### config.mk
export PLATFORM = sky130hd
export DESIGN_NAME = button_conditioner
export DESIGN_NICKNAME = d
export VERILOG_FILES = /design/src/rtl/button_conditioner.sv
export SDC_FILE = /design/constraint.sdc
export NUM_CORES = 1
export LEC_CHECK = 0
export ABC_AREA = 1
export BUFFER_PORTS_ARGS = -buffer_cell sky130_fd_sc_hd__clkbuf_2
export CAP_MARGIN = 20
export CORE_UTILIZATION = 62
export DETAILED_ROUTE_END_ITERATION = 16
export PLACE_DENSITY = 0.88
export SLEW_MARGIN = 20
export SYNTH_ARGS = -nofsm -noshare
export SYNTH_HDL_FRONTEND = slang
export SYNTH_SLANG_ARGS = --single-unit
### constraint.sdc
create_clock -name clk -period 2.11 [get_ports clk]
set_clock_uncertainty 0.05 [all_clocks]
set_input_delay 0.422 -clock clk [delete_from_list [all_inputs] [get_ports clk]]
set_output_delay 0.422 -clock clk [all_outputs]
set_load 0.02 [all_outputs]
### src/rtl/button_conditioner.sv
// Five-button 2-flop sync + debounce; level/press/release appear DEBOUNCE_CYCLES+2 clocks after the first sampling edge,
// mode/step one clock later; no backpressure. `define BUTTON_AUTO_REPEAT_EN adds hold-to-repeat step pulses for up/down.
module button_conditioner #(
    parameter int DEBOUNCE_CYCLES = 1000000,
    parameter int CNT_W           = 20,
    parameter int REPEAT_DELAY    = 50000000,
    parameter int REPEAT_PERIOD   = 20000000
) (
    input  logic       clk,
    input  logic       rst_n,
    input  logic [4:0] btn_raw,
    output logic [4:0] btn_level,
    output logic [4:0] btn_press,
    output logic [4:0] btn_release,
    output logic [1:0] mode,
    output logic       step_faster,
    output logic       step_slower
);

    localparam int NB = 5;

    localparam logic [1:0] S_LOW   = 2'd0;
    localparam logic [1:0] S_CHK_H = 2'd1;
    localparam logic [1:0] S_HIGH  = 2'd2;
    localparam logic [1:0] S_CHK_L = 2'd3;

    localparam logic [1:0] MODE_LEFT  = 2'd0;
    localparam logic [1:0] MODE_RIGHT = 2'd1;
    localparam logic [1:0] MODE_STOP  = 2'd2;

    localparam logic [CNT_W-1:0] CNT_LAST = CNT_W'(DEBOUNCE_CYCLES - 1);

    if (DEBOUNCE_CYCLES < 2) begin : g_chk_dc
        $error("DEBOUNCE_CYCLES must be at least 2");
    end
    if ((longint'(1) << CNT_W) <= longint'(DEBOUNCE_CYCLES)) begin : g_chk_cnt_w
        $error("CNT_W too narrow for DEBOUNCE_CYCLES");
    end
    if (REPEAT_DELAY < 1 || REPEAT_PERIOD < 1) begin : g_chk_repeat
        $error("REPEAT_DELAY and REPEAT_PERIOD must be positive");
    end

    logic [NB-1:0]    sync1_q;
    logic [NB-1:0]    sync2_q;
    logic [1:0]       st_q   [NB];
    logic [1:0]       st_d   [NB];
    logic [CNT_W-1:0] cnt_q  [NB];
    logic [CNT_W-1:0] cnt_d  [NB];
    logic [NB-1:0]    deb;
    logic [NB-1:0]    level_q;
    logic [NB-1:0]    level_d;
    logic [NB-1:0]    press_q;
    logic [NB-1:0]    press_d;
    logic [NB-1:0]    release_q;
    logic [NB-1:0]    release_d;
    logic [1:0]       mode_q;
    logic [1:0]       mode_d;
    logic             faster_q;
    logic             faster_d;
    logic             slower_q;
    logic             slower_d;
    logic             rep_up;
    logic             rep_dn;

    always_ff @(posedge clk or negedge rst_n) begin
        if (!rst_n) begin
            sync1_q <= '0;
            sync2_q <= '0;
        end else begin
            sync1_q <= btn_raw;
            sync2_q <= sync1_q;
        end
    end

    // A single opposite sample during a check aborts it, so the counter only ever climbs to CNT_LAST.
    always_comb begin
        for (int i = 0; i < NB; i++) begin
            st_d[i]  = st_q[i];
            cnt_d[i] = '0;
            case (st_q[i])
                S_LOW: begin
                    if (sync2_q[i]) begin
                        st_d[i]  = S_CHK_H;
                        cnt_d[i] = CNT_W'(1);
                    end
                end
                S_CHK_H: begin
                    if (!sync2_q[i]) begin
                        st_d[i] = S_LOW;
                    end else if (cnt_q[i] == CNT_LAST) begin
                        st_d[i] = S_HIGH;
                    end else begin
                        cnt_d[i] = cnt_q[i] + CNT_W'(1);
                    end
                end
                S_HIGH: begin
                    if (!sync2_q[i]) begin
                        st_d[i]  = S_CHK_L;
                        cnt_d[i] = CNT_W'(1);
                    end
                end
                default: begin
                    if (sync2_q[i]) begin
                        st_d[i] = S_HIGH;
                    end else if (cnt_q[i] == CNT_LAST) begin
                        st_d[i] = S_LOW;
                    end else begin
                        cnt_d[i] = cnt_q[i] + CNT_W'(1);
                    end
                end
            endcase
        end
    end

    always_ff @(posedge clk or negedge rst_n) begin
        if (!rst_n) begin
            for (int i = 0; i < NB; i++) begin
                st_q[i]  <= S_LOW;
                cnt_q[i] <= '0;
            end
        end else begin
            for (int i = 0; i < NB; i++) begin
                st_q[i]  <= st_d[i];
                cnt_q[i] <= cnt_d[i];
            end
        end
    end

    always_comb begin
        deb = '0;
        for (int i = 0; i < NB; i++) begin
            deb[i] = (st_q[i] == S_HIGH) || (st_q[i] == S_CHK_L);
        end
    end

    // Level and edge pulses come from the same register stage so they change together.
    always_comb begin
        level_d   = deb;
        press_d   = deb & ~level_q;
        release_d = ~deb & level_q;
    end

`ifdef BUTTON_AUTO_REPEAT_EN
    localparam int REP_MAX = (REPEAT_DELAY > REPEAT_PERIOD) ? REPEAT_DELAY : REPEAT_PERIOD;
    localparam int HOLD_W  = $clog2(REP_MAX + 1);

    logic [HOLD_W-1:0] hold_q [2];
    logic [HOLD_W-1:0] hold_d [2];
    logic [1:0]        rep_ph_q;
    logic [1:0]        rep_ph_d;
    logic [1:0]        rep_fire;
    logic [1:0]        held;

    assign held = {level_q[4], level_q[0]};

    // hold_q counts cycles since the press; after the first repeat it restarts and counts the period.
    always_comb begin
        rep_fire = '0;
        rep_ph_d = rep_ph_q;
        for (int d = 0; d < 2; d++) begin
            hold_d[d]   = hold_q[d] + HOLD_W'(1);
            rep_fire[d] = rep_ph_q[d] ? (hold_q[d] == HOLD_W'(REPEAT_PERIOD))
                                      : (hold_q[d] == HOLD_W'(REPEAT_DELAY));
            if (!held[d]) begin
                hold_d[d]   = '0;
                rep_ph_d[d] = 1'b0;
            end else if (rep_fire[d]) begin
                hold_d[d]   = HOLD_W'(1);
                rep_ph_d[d] = 1'b1;
            end
        end
    end

    always_ff @(posedge clk or negedge rst_n) begin
        if (!rst_n) begin
            hold_q[0] <= '0;
            hold_q[1] <= '0;
            rep_ph_q  <= '0;
        end else begin
            hold_q[0] <= hold_d[0];
            hold_q[1] <= hold_d[1];
            rep_ph_q  <= rep_ph_d;
        end
    end

    assign rep_up = rep_fire[0] & held[0] & ~held[1];
    assign rep_dn = rep_fire[1] & held[1] & ~held[0];
`else
    assign rep_up = 1'b0;
    assign rep_dn = 1'b0;
`endif

    always_comb begin
        mode_d = mode_q;
        if (press_q[1]) begin
            mode_d = MODE_LEFT;
        end else if (press_q[3]) begin
            mode_d = MODE_RIGHT;
        end else if (press_q[2]) begin
            mode_d = MODE_STOP;
        end
        faster_d = (press_q[0] & ~press_q[4]) | rep_up;
        slower_d = (press_q[4] & ~press_q[0]) | rep_dn;
    end

    always_ff @(posedge clk or negedge rst_n) begin
        if (!rst_n) begin
            level_q   <= '0;
            press_q   <= '0;
            release_q <= '0;
            mode_q    <= MODE_STOP;
            faster_q  <= 1'b0;
            slower_q  <= 1'b0;
        end else begin
            level_q   <= level_d;
            press_q   <= press_d;
            release_q <= release_d;
            mode_q    <= mode_d;
            faster_q  <= faster_d;
            slower_q  <= slower_d;
        end
    end

    assign btn_level   = level_q;
    assign btn_press   = press_q;
    assign btn_release = release_q;
    assign mode        = mode_q;
    assign step_faster = faster_q;
    assign step_slower = slower_q;

endmodule

==> results.py <==
metrics = {
    "status": {
        "status": "finished clean",
    },
    "drt": {
        "drt-total-wl_um": 15060,
        "drt-initial-drc-count": 349,
        "drc": 0,
        "drtPass1Iterations": 6,
        "ant_nets": 0,
        "wire_per_inst_um": 13.84,
        "via_per_inst": 5.431,
        "dr_total_vias": 5909,
    },
    "critical_path": {
        "crit_path_cell_trace": "ha_1 -> nand3_2 -> nor2_1 -> nand3_2 -> nand3_1 -> buf_4 -> a21boi_0",
        "crit_family": "simple AND/OR/NAND/NOR gates",
        "cpMostUsedCell": "nand3_2",
        "startpoint_type": "flip-flop",
        "cp-end-kind": "flip-flop",
        "critPathMaxFanout": 10,
        "slowest_delay_ns": 0.44,
        "worst_ep_arrival_time_ns": 2.19,
        "cp_num_buf_inv": 1,
        "cp_slowest_cell": "dfrtp_1",
        "critPathKind": "flip-flop to flip-flop",
        "required_ns": 2.34,
    },
    "floorplan": {
        "die_w_um": 110.3,
        "ioPinCount": 26,
        "core_area_mm2": 0.01142,
        "initial_core_util": 0.6364,
        "die_area_mm2": 0.01216,
        "num_rows": 39,
        "die_h_um": 110.3,
    },
    "logic_synthesis": {
        "syn_nets": 915,
        "synthTopCellsByCount": "nand2_1, nor2_1, dfrtp_1",
        "yosys.area.top_type_share": 0.4752,
        "synth_edf_count": 0,
        "netlist_area_mm2": 0.007267,
        "yosysMostFrequentCell": "nand2_1",
        "ys_types": 37,
        "synthCells": 887,
        "synthTopCellsByArea": "dfrtp_1, nand2_1, nor2_1, inv_1, xor2_1",
        "synthFlopType": "dfrtp_1",
        "ys_seq_area_frac": 0.4788,
        "ys_async_sr_fraction": 1.000,
        "synth.largest_area_cell": "dfrtp_1",
        "syn_avg_cell_area_um2": 8.193,
        "ys_seq_elements": 139,
        "ys_warn_count": 0,
    },
    "clock_network": {
        "clockRootBuffer": "clkbuf_16",
        "clk_pin_slew_ns": 0.06,
        "cts_buffers": 17,
        "clock_sinks": 139,
        "post-cts-setup-buffer-count": 0,
        "cts_tree": "yes",
        "clk_latency_ns": 0.43,
        "clk_path_buf_depth": 2,
        "htree_levels": 4,
    },
    "sta": {
        "maxClockFrequency_ghz": 0.5116,
        "final.setup.tns_ns": 0,
        "rsz0062_at_grt": "false",
        "setup_violations": 0,
        "slew_headroom": 0.7359,
        "whs_ns": 0.04193,
        "fin_crit_ns": 1.955,
        "period_share": 0.9264,
        "hold_viol": 0,
        "maxSlewViolCount": 0,
        "worst_slew_pin_slew_ns": 0.3931,
    },
    "final_layout": {
        "num_antenna_cells": 0,
        "nets": 960,
        "syn_to_final_growth_pct": 12.53,
        "drive_above_1_share": 0.1079,
        "fin_area_mm2": 0.008178,
    },
    "power": {
        "powerDensity_mw_per_mm2": 965.6,
        "vdd_drop_max_mv": 0.9720,
        "leakagePower_uw": 0.003714,
    },
    "global_route": {
        "overflow": 0,
        "track_usage": 0.2801,
        "antenna_found_initial": 0,
        "grt_start_max_net_pins": 55,
        "grt_pass1_wl_um": 25920,
        "grt_pass1_vias": 5990,
    },
    "place": {
        "io_buffers": 25,
        "dp.final_hpwl_um": 10230,
        "placed_cell_area_mm2": 0.007599,
        "gp_congestion": 0.8898,
    },
    "worst_hold_path": {
        "hold_path.class": "input pin to flip-flop",
    },
    "flow_run": {
        "cap_violations": 0,
    },
}
==> registers in the layout (all words and copies together) (netlist names), named ones only <==
name	flops
cnt_q	100
btn_level	5
btn_press	5
btn_release	5
st_q	5
sync1_q	5
sync2_q	5
mode	2
step_faster	1
step_slower	1
==> path summary, 6_finish.rpt <==
path	to	from	cells after the start	slack, ns
max	cnt_q[1]	cnt_q[0]	7	0.16
max in group asynchronous	cnt_q[14]	rst_n	3	0.99
min in group asynchronous	cnt_q[52]	rst_n	2	0.42
max reg2reg	cnt_q[1]	cnt_q[0]	7	0.16
min reg2reg	sync2_q[0]	sync1_q[0]	0	0.30
min	sync1_q[0]	btn_raw[0]	1	0.04
==> cells by family (layout without fill, tap and decap cells) <==
kind of cell    count (synthesis)  in the layout  synth area share
compound gates                 73             73           0.05355
buf+inv                       131            189           0.07317
fa+ha+maj                      21             21           0.03616
simple gates                  466            466            0.2896
xor+xnor                       57             57           0.06870
flops                         139            139            0.4788
==> placed cells by master (no fill, tap or decap), types with 2 or more instances in the layout <==
master / instances
nand2_1: 162
nor2_1: 145
dfrtp_1: 138
inv_1: 120
nand3_1: 49
xor2_1: 44
a21oi_1: 41
nor3_1: 37
nand4_1: 26
clkbuf_2: 24
ha_1: 21
o21ai_0: 19
clkbuf_16: 17
nor2_2: 13
xnor2_1: 13
and3_1: 9
nand3_2: 8
buf_4: 7
nor3b_1: 5
nand2_2: 4
clkinv_4: 4
clkinvlp_4: 4
nor3_2: 3
a31oi_1: 3
o21ai_1: 3
clkinv_2: 3
o21bai_1: 2
a21boi_0: 2
buf_12: 2
==> worst reg2reg max path, delay by kind of cell, from the launching register on <==
kind	cells	cell delay (ns)
flops	1	0.44
compound gates	1	0.14
buf+inv	1	0.24
fa+ha+maj	1	0.25
simple gates	4	0.69
==> power by group <==
| group | leakage (uW) | internal [uW] | total (uW) | switching (uW) |
|---|---|---|---|---|
| clock | 0.000267 | 1650 | 2810 | 1160 |
| sequential | 0.00187 | 2970 | 3250 | 279 |
| combinational | 0.00157 | 604 | 1830 | 1230 |
| total | 0.00371 | 5230 | 7900 | 2670 |
==> area by class of cell <==
cell class                 instances  area (um2)
sequential                       139        3480
multi-input combinational        617        3261
fill                             870        3241
inverter                         122       460.4
clock buffer                      19       442.9
timing repair buffer              35       234.0
tap                              143       178.9
clock inverter                    13       121.4
==> metrics by stage <==
step	std cells	power, uW	util	setup slack [ns]
finish	1088	7896	0.7162	0.1553
global route	1088	8330	0.7162	0.04696
CTS	1088	7941	0.7158	0.1514
detailed placement	1055	5077	0.6655	0.2238
global placement	1055	4971	0.6655	0.3244
floorplan	887	4533	-	0.4717
==> layer usage <==
| layer | share of wire | track usage | up-vias |
|---|---|---|---|
| met5 | 0 | 0 | - |
| met4 | 0.023 | 0.1241 | 0 |
| met3 | 0.050 | 0.07760 | 34 |
| met2 | 0.49 | 0.4778 | 160 |
| met1 | 0.44 | 0.3301 | 2797 |
| li1 | - | - | 2918 |
==> timing repair <==
item                                    in CTS  in global routing
endpoints found under the hold margin       39                  0
endpoints found under the setup margin       0                  7
hold buffers                                 1                  0
resized for setup                            0                  1
No activity file was read; power rests on OpenSTA's default activity.
